===== src/rtl/dorodon_input_mapper.sv =====
// -----------------------------------------------------------------------------
// dorodon_input_mapper
// Turns raw HPS input (PS/2 key event word + two joystick words) into the
// active-low, two-player button vectors used by the ladybug-family core.
// Stage 1 registers key state, joysticks and rotate; stage 2 registers the
// merged/remapped/cleaned buttons, so an input change shows up two clk_sys
// edges after it is applied. Coin outputs come from per-slot pulse FSMs.
//
// Optional build macro: INPUT_AUTOFIRE_EN -- joystick bit 8 drives a square
// wave on that player's fire output (half-period AUTOFIRE_DIV cycles).
//
// Ports:
//   clk_sys        system clock
//   reset          synchronous, active-high reset
//   ps2_key[10:0]  [10] event toggle, [9] pressed, [8] extended, [7:0] code
//   joystick_0/1   [0]R [1]L [2]D [3]U [4]fire [5]bomb [6]start [7]coin [8]af
//   rotate         1 = horizontal-screen direction remap
//   but_*_s[1:0]   active-low buttons, [0]=P1/slot1 [1]=P2/slot2
//   but_tilt_s     constant 2'b11
// -----------------------------------------------------------------------------
module dorodon_input_mapper #(
    parameter int COIN_PULSE   = 400000,
    parameter int COIN_GAP     = 400000,
    parameter int AUTOFIRE_DIV = 1000000
) (
    input  logic        clk_sys,
    input  logic        reset,
    input  logic [10:0] ps2_key,
    input  logic [15:0] joystick_0,
    input  logic [15:0] joystick_1,
    input  logic        rotate,
    output logic [1:0]  but_coin_s,
    output logic [1:0]  but_select_s,
    output logic [1:0]  but_fire_s,
    output logic [1:0]  but_bomb_s,
    output logic [1:0]  but_up_s,
    output logic [1:0]  but_down_s,
    output logic [1:0]  but_left_s,
    output logic [1:0]  but_right_s,
    output logic [1:0]  but_tilt_s
);

`ifdef INPUT_AUTOFIRE_EN
    localparam int JW = 9;
`else
    localparam int JW = 8;
`endif
    localparam int CMAX = (COIN_PULSE > COIN_GAP) ? COIN_PULSE : COIN_GAP;
    localparam int CW   = $clog2(CMAX + 1);

    typedef enum logic [1:0] {C_IDLE, C_PULSE, C_GAP} coin_st_t;

    // Key register slots: 0-5 P1 U/D/L/R/fire/bomb, 6-11 same for P2,
    // 12/13 start P1 (05,16), 14/15 start P2 (06,1E), 16/17 coin slots.
    logic [17:0]    r_keys;
    logic           r_tog;
    logic [JW-1:0]  r_joy0, r_joy1;
    logic           r_rot;
    logic [1:0]     r_up, r_dn, r_lf, r_rt, r_fire, r_bomb, r_sel;
    logic [1:0]     r_req_prev;
    coin_st_t       r_cst [2];
    coin_st_t       w_cst [2];
    logic [CW-1:0]  r_ccnt [2];
    logic [CW-1:0]  w_ccnt [2];

    logic           w_hit;
    logic [4:0]     w_idx;
    logic [1:0]     w_u, w_d, w_l, w_r, w_ru, w_rd, w_rl, w_rr;
    logic [1:0]     w_fire, w_fire_all, w_bomb, w_sel, w_req;
    logic           w_unused_bits;

    always_comb begin
        w_hit = 1'b1;
        w_idx = 5'd0;
        case (ps2_key[7:0])
            8'h75: w_idx = 5'd0;
            8'h72: w_idx = 5'd1;
            8'h6B: w_idx = 5'd2;
            8'h74: w_idx = 5'd3;
            8'h14: w_idx = 5'd4;
            8'h29: w_idx = 5'd5;
            8'h2D: w_idx = 5'd6;
            8'h2B: w_idx = 5'd7;
            8'h23: w_idx = 5'd8;
            8'h34: w_idx = 5'd9;
            8'h1C: w_idx = 5'd10;
            8'h1B: w_idx = 5'd11;
            8'h05: w_idx = 5'd12;
            8'h16: w_idx = 5'd13;
            8'h06: w_idx = 5'd14;
            8'h1E: w_idx = 5'd15;
            8'h2E: w_idx = 5'd16;
            8'h36: w_idx = 5'd17;
            default: w_hit = 1'b0;
        endcase
    end

    assign w_u    = {r_keys[6]  | r_joy1[3], r_keys[0] | r_joy0[3]};
    assign w_d    = {r_keys[7]  | r_joy1[2], r_keys[1] | r_joy0[2]};
    assign w_l    = {r_keys[8]  | r_joy1[1], r_keys[2] | r_joy0[1]};
    assign w_r    = {r_keys[9]  | r_joy1[0], r_keys[3] | r_joy0[0]};
    assign w_fire = {r_keys[10] | r_joy1[4], r_keys[4] | r_joy0[4]};
    assign w_bomb = {r_keys[11] | r_joy1[5], r_keys[5] | r_joy0[5]};
    assign w_sel  = {r_keys[14] | r_keys[15] | r_joy1[6],
                     r_keys[12] | r_keys[13] | r_joy0[6]};
    assign w_req  = {r_keys[17] | r_joy1[7], r_keys[16] | r_joy0[7]};

    // Horizontal-screen remap happens before cleaning so that the cleaned
    // pairs are the ones the core actually sees.
    assign w_ru = r_rot ? w_l : w_u;
    assign w_rd = r_rot ? w_r : w_d;
    assign w_rl = r_rot ? w_d : w_l;
    assign w_rr = r_rot ? w_u : w_r;

`ifdef INPUT_AUTOFIRE_EN
    localparam int AW = $clog2(AUTOFIRE_DIV + 1);
    logic [1:0][AW-1:0] r_af_cnt;
    logic [1:0]         r_af_ph;
    logic [1:0]         w_af_held;

    assign w_af_held = {r_joy1[8], r_joy0[8]};

    // Phase 0 = fire active, so the wave starts active on the first held cycle.
    always_ff @(posedge clk_sys) begin
        for (int p = 0; p < 2; p++) begin
            if (reset || !w_af_held[p]) begin
                r_af_cnt[p] <= '0;
                r_af_ph[p]  <= 1'b0;
            end else if (r_af_cnt[p] == AW'(AUTOFIRE_DIV - 1)) begin
                r_af_cnt[p] <= '0;
                r_af_ph[p]  <= ~r_af_ph[p];
            end else begin
                r_af_cnt[p] <= r_af_cnt[p] + 1'b1;
            end
        end
    end

    assign w_fire_all    = w_fire | (w_af_held & ~r_af_ph);
    assign w_unused_bits = ^{ps2_key[8], joystick_0[15:9], joystick_1[15:9]};
`else
    assign w_fire_all    = w_fire;
    assign w_unused_bits = ^{ps2_key[8], joystick_0[15:8], joystick_1[15:8]};
`endif

    always_ff @(posedge clk_sys) begin
        if (reset) begin
            r_tog      <= ps2_key[10];
            r_keys     <= '0;
            r_joy0     <= '0;
            r_joy1     <= '0;
            r_rot      <= 1'b0;
            r_up       <= 2'b11;
            r_dn       <= 2'b11;
            r_lf       <= 2'b11;
            r_rt       <= 2'b11;
            r_fire     <= 2'b11;
            r_bomb     <= 2'b11;
            r_sel      <= 2'b11;
            r_req_prev <= 2'b00;
        end else begin
            if (ps2_key[10] != r_tog) begin
                r_tog <= ps2_key[10];
                if (w_hit) r_keys[w_idx] <= ps2_key[9];
            end
            r_joy0     <= joystick_0[JW-1:0];
            r_joy1     <= joystick_1[JW-1:0];
            r_rot      <= rotate;
            r_up       <= ~(w_ru & ~w_rd);
            r_dn       <= ~(w_rd & ~w_ru);
            r_lf       <= ~(w_rl & ~w_rr);
            r_rt       <= ~(w_rr & ~w_rl);
            r_fire     <= ~w_fire_all;
            r_bomb     <= ~w_bomb;
            r_sel      <= ~w_sel;
            r_req_prev <= w_req;
        end
    end

    // Coin FSMs: one pulse per accepted request edge; edges seen outside
    // IDLE are dropped rather than queued.
    always_comb begin
        for (int s = 0; s < 2; s++) begin
            w_cst[s]  = r_cst[s];
            w_ccnt[s] = r_ccnt[s];
            case (r_cst[s])
                C_IDLE: begin
                    if (w_req[s] && !r_req_prev[s]) begin
                        w_cst[s]  = C_PULSE;
                        w_ccnt[s] = '0;
                    end
                end
                C_PULSE: begin
                    if (r_ccnt[s] == CW'(COIN_PULSE - 1)) begin
                        w_cst[s]  = C_GAP;
                        w_ccnt[s] = '0;
                    end else begin
                        w_ccnt[s] = r_ccnt[s] + 1'b1;
                    end
                end
                C_GAP: begin
                    if (r_ccnt[s] == CW'(COIN_GAP - 1)) begin
                        w_cst[s]  = C_IDLE;
                        w_ccnt[s] = '0;
                    end else begin
                        w_ccnt[s] = r_ccnt[s] + 1'b1;
                    end
                end
                default: begin
                    w_cst[s]  = C_IDLE;
                    w_ccnt[s] = '0;
                end
            endcase
        end
    end

    always_ff @(posedge clk_sys) begin
        for (int s = 0; s < 2; s++) begin
            if (reset) begin
                r_cst[s]  <= C_IDLE;
                r_ccnt[s] <= '0;
            end else begin
                r_cst[s]  <= w_cst[s];
                r_ccnt[s] <= w_ccnt[s];
            end
        end
    end

    assign but_coin_s   = {r_cst[1] != C_PULSE, r_cst[0] != C_PULSE};
    assign but_select_s = r_sel;
    assign but_fire_s   = r_fire;
    assign but_bomb_s   = r_bomb;
    assign but_up_s     = r_up;
    assign but_down_s   = r_dn;
    assign but_left_s   = r_lf;
    assign but_right_s  = r_rt;
    assign but_tilt_s   = 2'b11;

endmodule


===== config.mk =====
export PLATFORM = sky130hd
export DESIGN_NAME = dorodon_input_mapper
export DESIGN_NICKNAME = d
export VERILOG_FILES = /design/src/rtl/dorodon_input_mapper.sv
export SDC_FILE = /design/constraint.sdc
export NUM_CORES = 1
export LEC_CHECK = 0
export BUFFER_PORTS_ARGS = -buffer_cell sky130_fd_sc_hd__buf_4
export CORE_UTILIZATION = 61
export DETAILED_ROUTE_END_ITERATION = 7
export GPL_ROUTABILITY_DRIVEN = 0
export HOLD_SLACK_MARGIN = 0.1
export PLACE_DENSITY = 0.89
export SLEW_MARGIN = 20
export SYNTH_ARGS = -nofsm -noshare
export SYNTH_HDL_FRONTEND = slang
export SYNTH_SLANG_ARGS = --single-unit

===== constraint.sdc =====
create_clock -name clk_sys -period 4.12 [get_ports clk_sys]
set_clock_uncertainty 0.2 [all_clocks]
set_input_delay 0.824 -clock clk_sys [delete_from_list [all_inputs] [get_ports clk_sys]]
set_output_delay 0.824 -clock clk_sys [all_outputs]
set_load 0.005 [all_outputs]

==> flow_summary.json, run 1 <==
{
  "synth.avg_cell_area_sq_um": 8.78,
  "tritoncts": "built",
  "clock_latency_ns": 0.36,
  "timing.critical_path.arrival_ns": 2.55,
  "row_count": 30,
  "timing_worst_slew_pin_value_ns": 0.592,
  "place_area_sq_um": 4720,
  "max-cap-violations": 0,
  "accumulated_negative_setup_slack_ns": 0,
  "die_y_microns": 87.0,
  "post-dp-hpwl_microns": 5940,
  "worst_setup_path_class": "reg2reg",
  "io_buffers": 44,
  "areaGrowthSynthToFinish_pct": 11.0,
  "synth_area_sq_um": 4410,
  "yosysWarnings": 0,
  "synthDistinctLibCells": 57,
  "clkSlewWorstSetupHoldPaths_ns": 0.09,
  "design.core.area_sq_um": 6870,
  "detail_route.drc_violations": 0,
  "synth-seq-area-share_pct": 42.9,
  "track_usage_pct": 24.4,
  "finalMaxSlewViolations": 0,
  "tritoncts.num_buffers": 9,
  "postCtsSetupBuffers": 0,
  "grt_antenna_before_repair": 0,
  "drt_first_iter_violations": 151,
  "cts_resized": 0,
  "share_of_the_core_filled_with_cells_in_the_final_layout_pct": 71.2,
  "pin_count": 64,
  "grt.met3_usage_pct": 6.35,
  "yosys_register_bits": 94,
  "stdcell_area_sq_um": 4890,
  "clockRootBuffer": "sky130_fd_sc_hd__clkbuf_8",
  "grt_first_pass_wirelength_microns": 14500,
  "worst_hold_path_type": "reg2reg",
  "synth_enable_flop_cells": 1,
  "fin_nets": 589,
  "antenna_left": 0,
  "clock_tree.htree_level_count": 3,
  "post-route-min-period_ns": 2.51,
  "grt_start_max_net_pins": 64,
  "finalHoldViolations": 0,
  "cts_max_path_buffers": 2,
  "layout.cells.non_filler": 634,
  "timing.critical_path.to_type": "flop",
  "run_status": "complete, no violations",
  "initial_core_util_pct": 64.2,
  "synth_cells": 502,
  "required_ns": 4.15,
  "critical_path_peak_fanout": 17,
  "timing.fmax_mhz": 398,
  "antenna-diode-count": 0,
  "vdd_ir_drop_max_uv": 216,
  "final_cell_mix": "sky130_fd_sc_hd__dfxtp_1 (93), sky130_fd_sc_hd__nor2_1 (65), sky130_fd_sc_hd__buf_4 (44)",
  "wire_per_inst_microns": 13.6,
  "start_kind": "flop",
  "leakage_nw": 1.88,
  "wl_microns": 8650,
  "power_density_nw_per_um2": 353,
  "die_width_microns": 87.0,
  "cts_hold_repair.buffers": 0,
  "final_common_cell": "sky130_fd_sc_hd__dfxtp_1",
  "global_route.usage.met2_pct": 43.7,
  "numPlacedInstances": 618,
  "finalSetupViolCount": 0,
  "groute.layer.met1.usage_pct": 28.4,
  "synth-main-ff-cell": "sky130_fd_sc_hd__dfxtp_1",
  "numClockSinks": 94,
  "async_flop_share_pct": 0,
  "layout-drive-gt1-share_pct": 13.9,
  "finalCritPeriodShare_pct": 61.0,
  "busiest_layer": "met2",
  "num_vias": 3516,
  "total_power_mw": 1.73,
  "rsz0062_at_grt": "false",
  "first_global_vias": 3388,
  "die_area_sq_um": 7570,
  "overflow": 0,
  "route.detailed.vias_per_inst": 5.55,
  "max_slew_margin_pct": 60.3,
  "detailedRoute.firstPassIterationCount": 4
}
final cells by class:
cell class                 instances  area (sq um)
clock inverter                     5          32.5
timing repair buffer              44           330
fill                             563          1980
inverter                          10          37.5
tap                               96           120
clock buffer                      11           141
sequential                        94          1890
multi-input combinational        374          2340
worst max-delay path, stage by stage, from the launching register on:
cell	delay [ns]
sky130_fd_sc_hd__dfxtp_1	0.40
sky130_fd_sc_hd__ha_1	0.21
sky130_fd_sc_hd__and4_1	0.29
sky130_fd_sc_hd__nand2_1	0.13
sky130_fd_sc_hd__or3_1	0.44
sky130_fd_sc_hd__a21oi_1	0.15
sky130_fd_sc_hd__or2_1	0.46
sky130_fd_sc_hd__nor2_1	0.10
metal layers:
metal | vias to the layer above | routed length (microns)
met5 | - | 0
met4 | 0 | 136
met3 | 13 | 296
met2 | 70 | 4380
met1 | 1664 | 3840
li1 | 1769 | -
stage by stage:
stage / setup WS [ns] / hold slack (ns)
final: 1.61 / 0.203
after global routing: 1.43 / 0.226
after CTS: 1.59 / 0.208
after detailed placement: 1.35 / 0.195
after global placement: 1.45 / 0.189
after floorplan: 1.69 / 0.184
where the power goes:
group / internal, mW / total (mW) / switching (mW)
sequential: 0.937 / 0.955 / 0.0179
combinational: 0.0914 / 0.218 / 0.126
clock: 0.237 / 0.553 / 0.315
total: 1.27 / 1.73 / 0.459
worst paths after layout:
kind,from,endpoint,slack [ns],cells past startpoint
setup / recovery,r_ccnt[0][0]$_SDFFE_PP0P_,r_ccnt[0][3]$_SDFFE_PP0P_,1.61,7
hold / removal,r_joy1[4]$_SDFF_PP0_,but_fire_s[1]$_SDFF_PP1_,0.20,1
setup reg to reg,r_ccnt[0][0]$_SDFFE_PP0P_,r_ccnt[0][3]$_SDFFE_PP0P_,1.61,7
hold reg to reg,r_joy1[4]$_SDFF_PP0_,but_fire_s[1]$_SDFF_PP1_,0.20,1
synth_stat cells (all sizes together), types with 7 or more instances:
library cell   n  area, sq um
ha            10          125
clkbuf        13         48.8
xor2          14          123
nand2b        22          138
o21ai          7         35.0
nand2         35          131
mux2i         20          200
nand3         35          175
inv           10         37.5
xnor2         18          158
nor3          23          130
nor2b         24          150
and3          13         81.3
nand4          8         50.1
nor2          67          256
a21oi         24          120
dfxtp         93         1860
buf           12         95.1
registers in the layout, indices dropped and copies added, names as in the netlist:
signal,cells
r_ccnt,38
r_keys,18
r_joy0,8
r_joy1,8
r_cst,4
but_bomb_s,2
but_down_s,2
but_fire_s,2
but_left_s,2
but_right_s,2
but_select_s,2
but_up_s,2
r_req_prev,2
r_rot,1
r_tog,1
cell families (layout without fill, tap and decap cells):
logic type                 count (synthesis)  in the layout  share of synthesized area [%]
other                                      1              2                         0.0851
muxes                                     20             20                           4.54
AOI/OAI and AO/OA                         49             49                           7.12
DFF                                       94             94                           42.9
adders and majority gates                 10             10                           2.84
xor gates and xnor gates                  32             32                           6.36
and+or+nand+nor                          261            261                           32.0
buffers and inverters                     35             70                           4.12
No activity file was read; power rests on OpenSTA's default activity.
==> inputs of run 2 (changes only) <==
--- a/config.mk
+++ b/config.mk
@@ -6,11 +6,11 @@
 export NUM_CORES = 1
 export LEC_CHECK = 0
 export BUFFER_PORTS_ARGS = -buffer_cell sky130_fd_sc_hd__buf_4
-export CORE_UTILIZATION = 61
+export CORE_UTILIZATION = 51
 export DETAILED_ROUTE_END_ITERATION = 7
 export GPL_ROUTABILITY_DRIVEN = 0
 export HOLD_SLACK_MARGIN = 0.1
-export PLACE_DENSITY = 0.89
+export PLACE_DENSITY = 0.8
 export SLEW_MARGIN = 20
 export SYNTH_ARGS = -nofsm -noshare
 export SYNTH_HDL_FRONTEND = slang
==> constraint.sdc (replaced) <==
create_clock -name clk_sys -period 2.2 [get_ports clk_sys]
set_clock_uncertainty 0.2 [all_clocks]
set_input_delay 0.44 -clock clk_sys [delete_from_list [all_inputs] [get_ports clk_sys]]
set_output_delay 0.44 -clock clk_sys [all_outputs]
set_load 0.005 [all_outputs]
==> run 2 against run 1 <==
  * Combinational power is 110% higher
  * Wire length up 2.0%
  * Non-clock buffer count grew 34
  * Via count rose by 2.6%
  * Sequential power is 87% higher
  * First-iteration DRC count grew 6.0%
  * Hold slack worse by 0.10 ns
==> flow_summary.json, run 2 (same netlist as run 1, synthesis figures left out) <==
{
  "die_width_microns": 95.0,
  "place_area_sq_um": 4900,
  "wire_per_inst_microns": 13.0,
  "cts_max_path_buffers": 2,
  "clock_latency_ns": 0.36,
  "stdcell_area_sq_um": 5300,
  "timing.critical_path.to_type": "flop",
  "total_power_mw": 3.59,
  "grt_antenna_before_repair": 0,
  "max_slew_margin_pct": 58.2,
  "cp_startpoint": "r_ccnt[0][0]$_SDFFE_PP0P_",
  "finalMaxSlewViolations": 0,
  "holdWs_ns": 0.103,
  "critical_path_peak_fanout": 17,
  "worst_hold_path_type": "in2reg",
  "die_area_sq_um": 9020,
  "antenna-diode-count": 0,
  "post-route-min-period_ns": 2.08,
  "layout.filler_cells": 698,
  "route.detailed.vias_per_inst": 5.33,
  "pin_count": 64,
  "clockRootBuffer": "sky130_fd_sc_hd__clkbuf_8",
  "overflow": 0,
  "tritoncts": "built",
  "row_count": 33,
  "r2r_start": "r_ccnt[0][0]$_SDFFE_PP0P_",
  "grt_first_pass_wirelength_microns": 15000,
  "run_status": "complete, no violations",
  "final_cell_mix": "sky130_fd_sc_hd__dfxtp_1 (91), sky130_fd_sc_hd__nor2_1 (65), sky130_fd_sc_hd__buf_4 (64)",
  "antenna_left": 0,
  "post-dp-hpwl_microns": 6260,
  "largest_register_ffs": 38,
  "drt_first_iter_violations": 160,
  "worst_setup_path_endpoint": "r_ccnt[0][2]$_SDFFE_PP0P_",
  "initial_core_util_pct": 53.1,
  "required_ns": 2.25,
  "first_global_vias": 3460,
  "grt.met3_usage_pct": 3.62,
  "timing.critical_path.arrival_ns": 2.13,
  "grt_start_max_net_pins": 35,
  "timing.fmax_mhz": 481,
  "layout.area.seq_sq_um": 1890,
  "layout-drive-gt1-share_pct": 17.8,
  "worstReg2RegEnd": "r_ccnt[0][2]$_SDFFE_PP0P_",
  "io_buffers": 44,
  "busiest_layer": "met2",
  "wl_microns": 8830,
  "die_y_microns": 95.0,
  "fin_nets": 623,
  "track_usage_pct": 21.1,
  "timing_worst_slew_pin_value_ns": 0.623,
  "registers.top_by_ff_count": "r_ccnt",
  "detail_route.drc_violations": 0,
  "rsz0062_at_grt": "false",
  "clkSlewWorstSetupHoldPaths_ns": 0.09,
  "leakage_nw": 2.06,
  "areaGrowthSynthToFinish_pct": 20.2,
  "vdd_ir_drop_max_uv": 435,
  "worstRegToRegCells": 8,
  "numClockSinks": 94,
  "finalCritPeriodShare_pct": 94.6,
  "finalSetupViolCount": 0,
  "worst_setup_path_class": "reg2reg",
  "biggestRegsByFlops": "r_ccnt: 38 flops, r_keys: 18 flops",
  "max-cap-violations": 0,
  "tritoncts.num_buffers": 9,
  "num_vias": 3607,
  "postCtsSetupBuffers": 0,
  "setup.reg_to_reg.worst_slack_ns": 0.12,
  "multi_input_area_sq_um": 2370,
  "design.core.area_sq_um": 8300,
  "groute.layer.met1.usage_pct": 26.3,
  "detailedRoute.firstPassIterationCount": 4,
  "finalHoldViolations": 0,
  "global_route.usage.met2_pct": 37.2,
  "clock_tree.htree_level_count": 3,
  "power_density_nw_per_um2": 678,
  "final_common_cell": "sky130_fd_sc_hd__dfxtp_1",
  "start_kind": "flop"
}
run 2: cell count changes in the layout (fill, tap and decap cells not counted), moves of 2 or more:
| cell | change |
|---|---|
| sky130_fd_sc_hd__buf_4 | +20 |
| sky130_fd_sc_hd__bufinv_16 | +3 |
| sky130_fd_sc_hd__clkinv_2 | -2 |
| sky130_fd_sc_hd__clkinvlp_4 | +2 |
| sky130_fd_sc_hd__dfxtp_1 | -2 |
| sky130_fd_sc_hd__dfxtp_2 | +2 |
| sky130_fd_sc_hd__dlygate4sd3_1 | +13 |
| sky130_fd_sc_hd__inv_6 | -2 |
run 2: worst min-delay path by stage:
stage | from | endpoint | slack, ns | cells after the start
after floorplan | r_joy0[5]$_SDFF_PP0_ | but_bomb_s[0]$_SDFF_PP1_ | 0.18 | 1
after global placement | r_joy1[5]$_SDFF_PP0_ | but_bomb_s[1]$_SDFF_PP1_ | 0.19 | 1
after detailed placement | r_joy1[4]$_SDFF_PP0_ | but_fire_s[1]$_SDFF_PP1_ | 0.19 | 1
after CTS | joystick_1[6] | r_joy1[6]$_SDFF_PP0_ | 0.10 | 2
after global routing | joystick_1[6] | r_joy1[6]$_SDFF_PP0_ | 0.12 | 2
final | joystick_1[6] | r_joy1[6]$_SDFF_PP0_ | 0.10 | 2
run 2: layout make-up:
cell class | count | area share (%)
Timing Repair Buffer | 78 | 11.9
Multi-Input combinational cell | 374 | 44.7
Clock buffer | 10 | 2.41
Inverter | 10 | 0.709
Sequential cell | 94 | 35.8
Tap cell | 105 | 2.48
Clock inverter | 6 | 2.08
run 2: worst max-delay path, stage by stage (launching register included):
cell	delay, ns
sky130_fd_sc_hd__dfxtp_2	0.37
sky130_fd_sc_hd__ha_2	0.19
sky130_fd_sc_hd__and4_1	0.22
sky130_fd_sc_hd__nand2_1	0.07
sky130_fd_sc_hd__or3_1	0.41
sky130_fd_sc_hd__a21oi_1	0.15
sky130_fd_sc_hd__or2_1	0.16
sky130_fd_sc_hd__buf_12	0.15
sky130_fd_sc_hd__nor2_1	0.05
run 2: power by group:
group	switching, mW	internal (mW)	total [mW]
Sequential	0.0343	1.76	1.79
Combinational	0.247	0.220	0.467
Clock	0.581	0.753	1.33
run 2: layer usage:
metal	part of all wire [%]	up-vias	wire length [microns]
met2	50	81	4420
met3	4.0	12	355
met1	45	1676	3950
met5	0	-	0
met4	1.2	0	108
li1	-	1838	-
run 2: stage by stage:
stage	setup TNS [ns]	util, %	setup WS [ns]	std cells
after floorplan	0	-	0.119	503
after detailed placement	-0.0260	59.0	-0.0228	648
after CTS	0	63.3	0.0562	676
after global placement	0	59.0	0.0261	648
after global routing	0	63.8	0.0232	677
final	0	63.8	0.119	677
run 2: timing repair:
item | CTS | global route
hold buffers | 12 | 1
setup endpoints to repair | 0 | 32
resized for setup | 0 | 7
endpoints found under the hold margin | 12 | 1
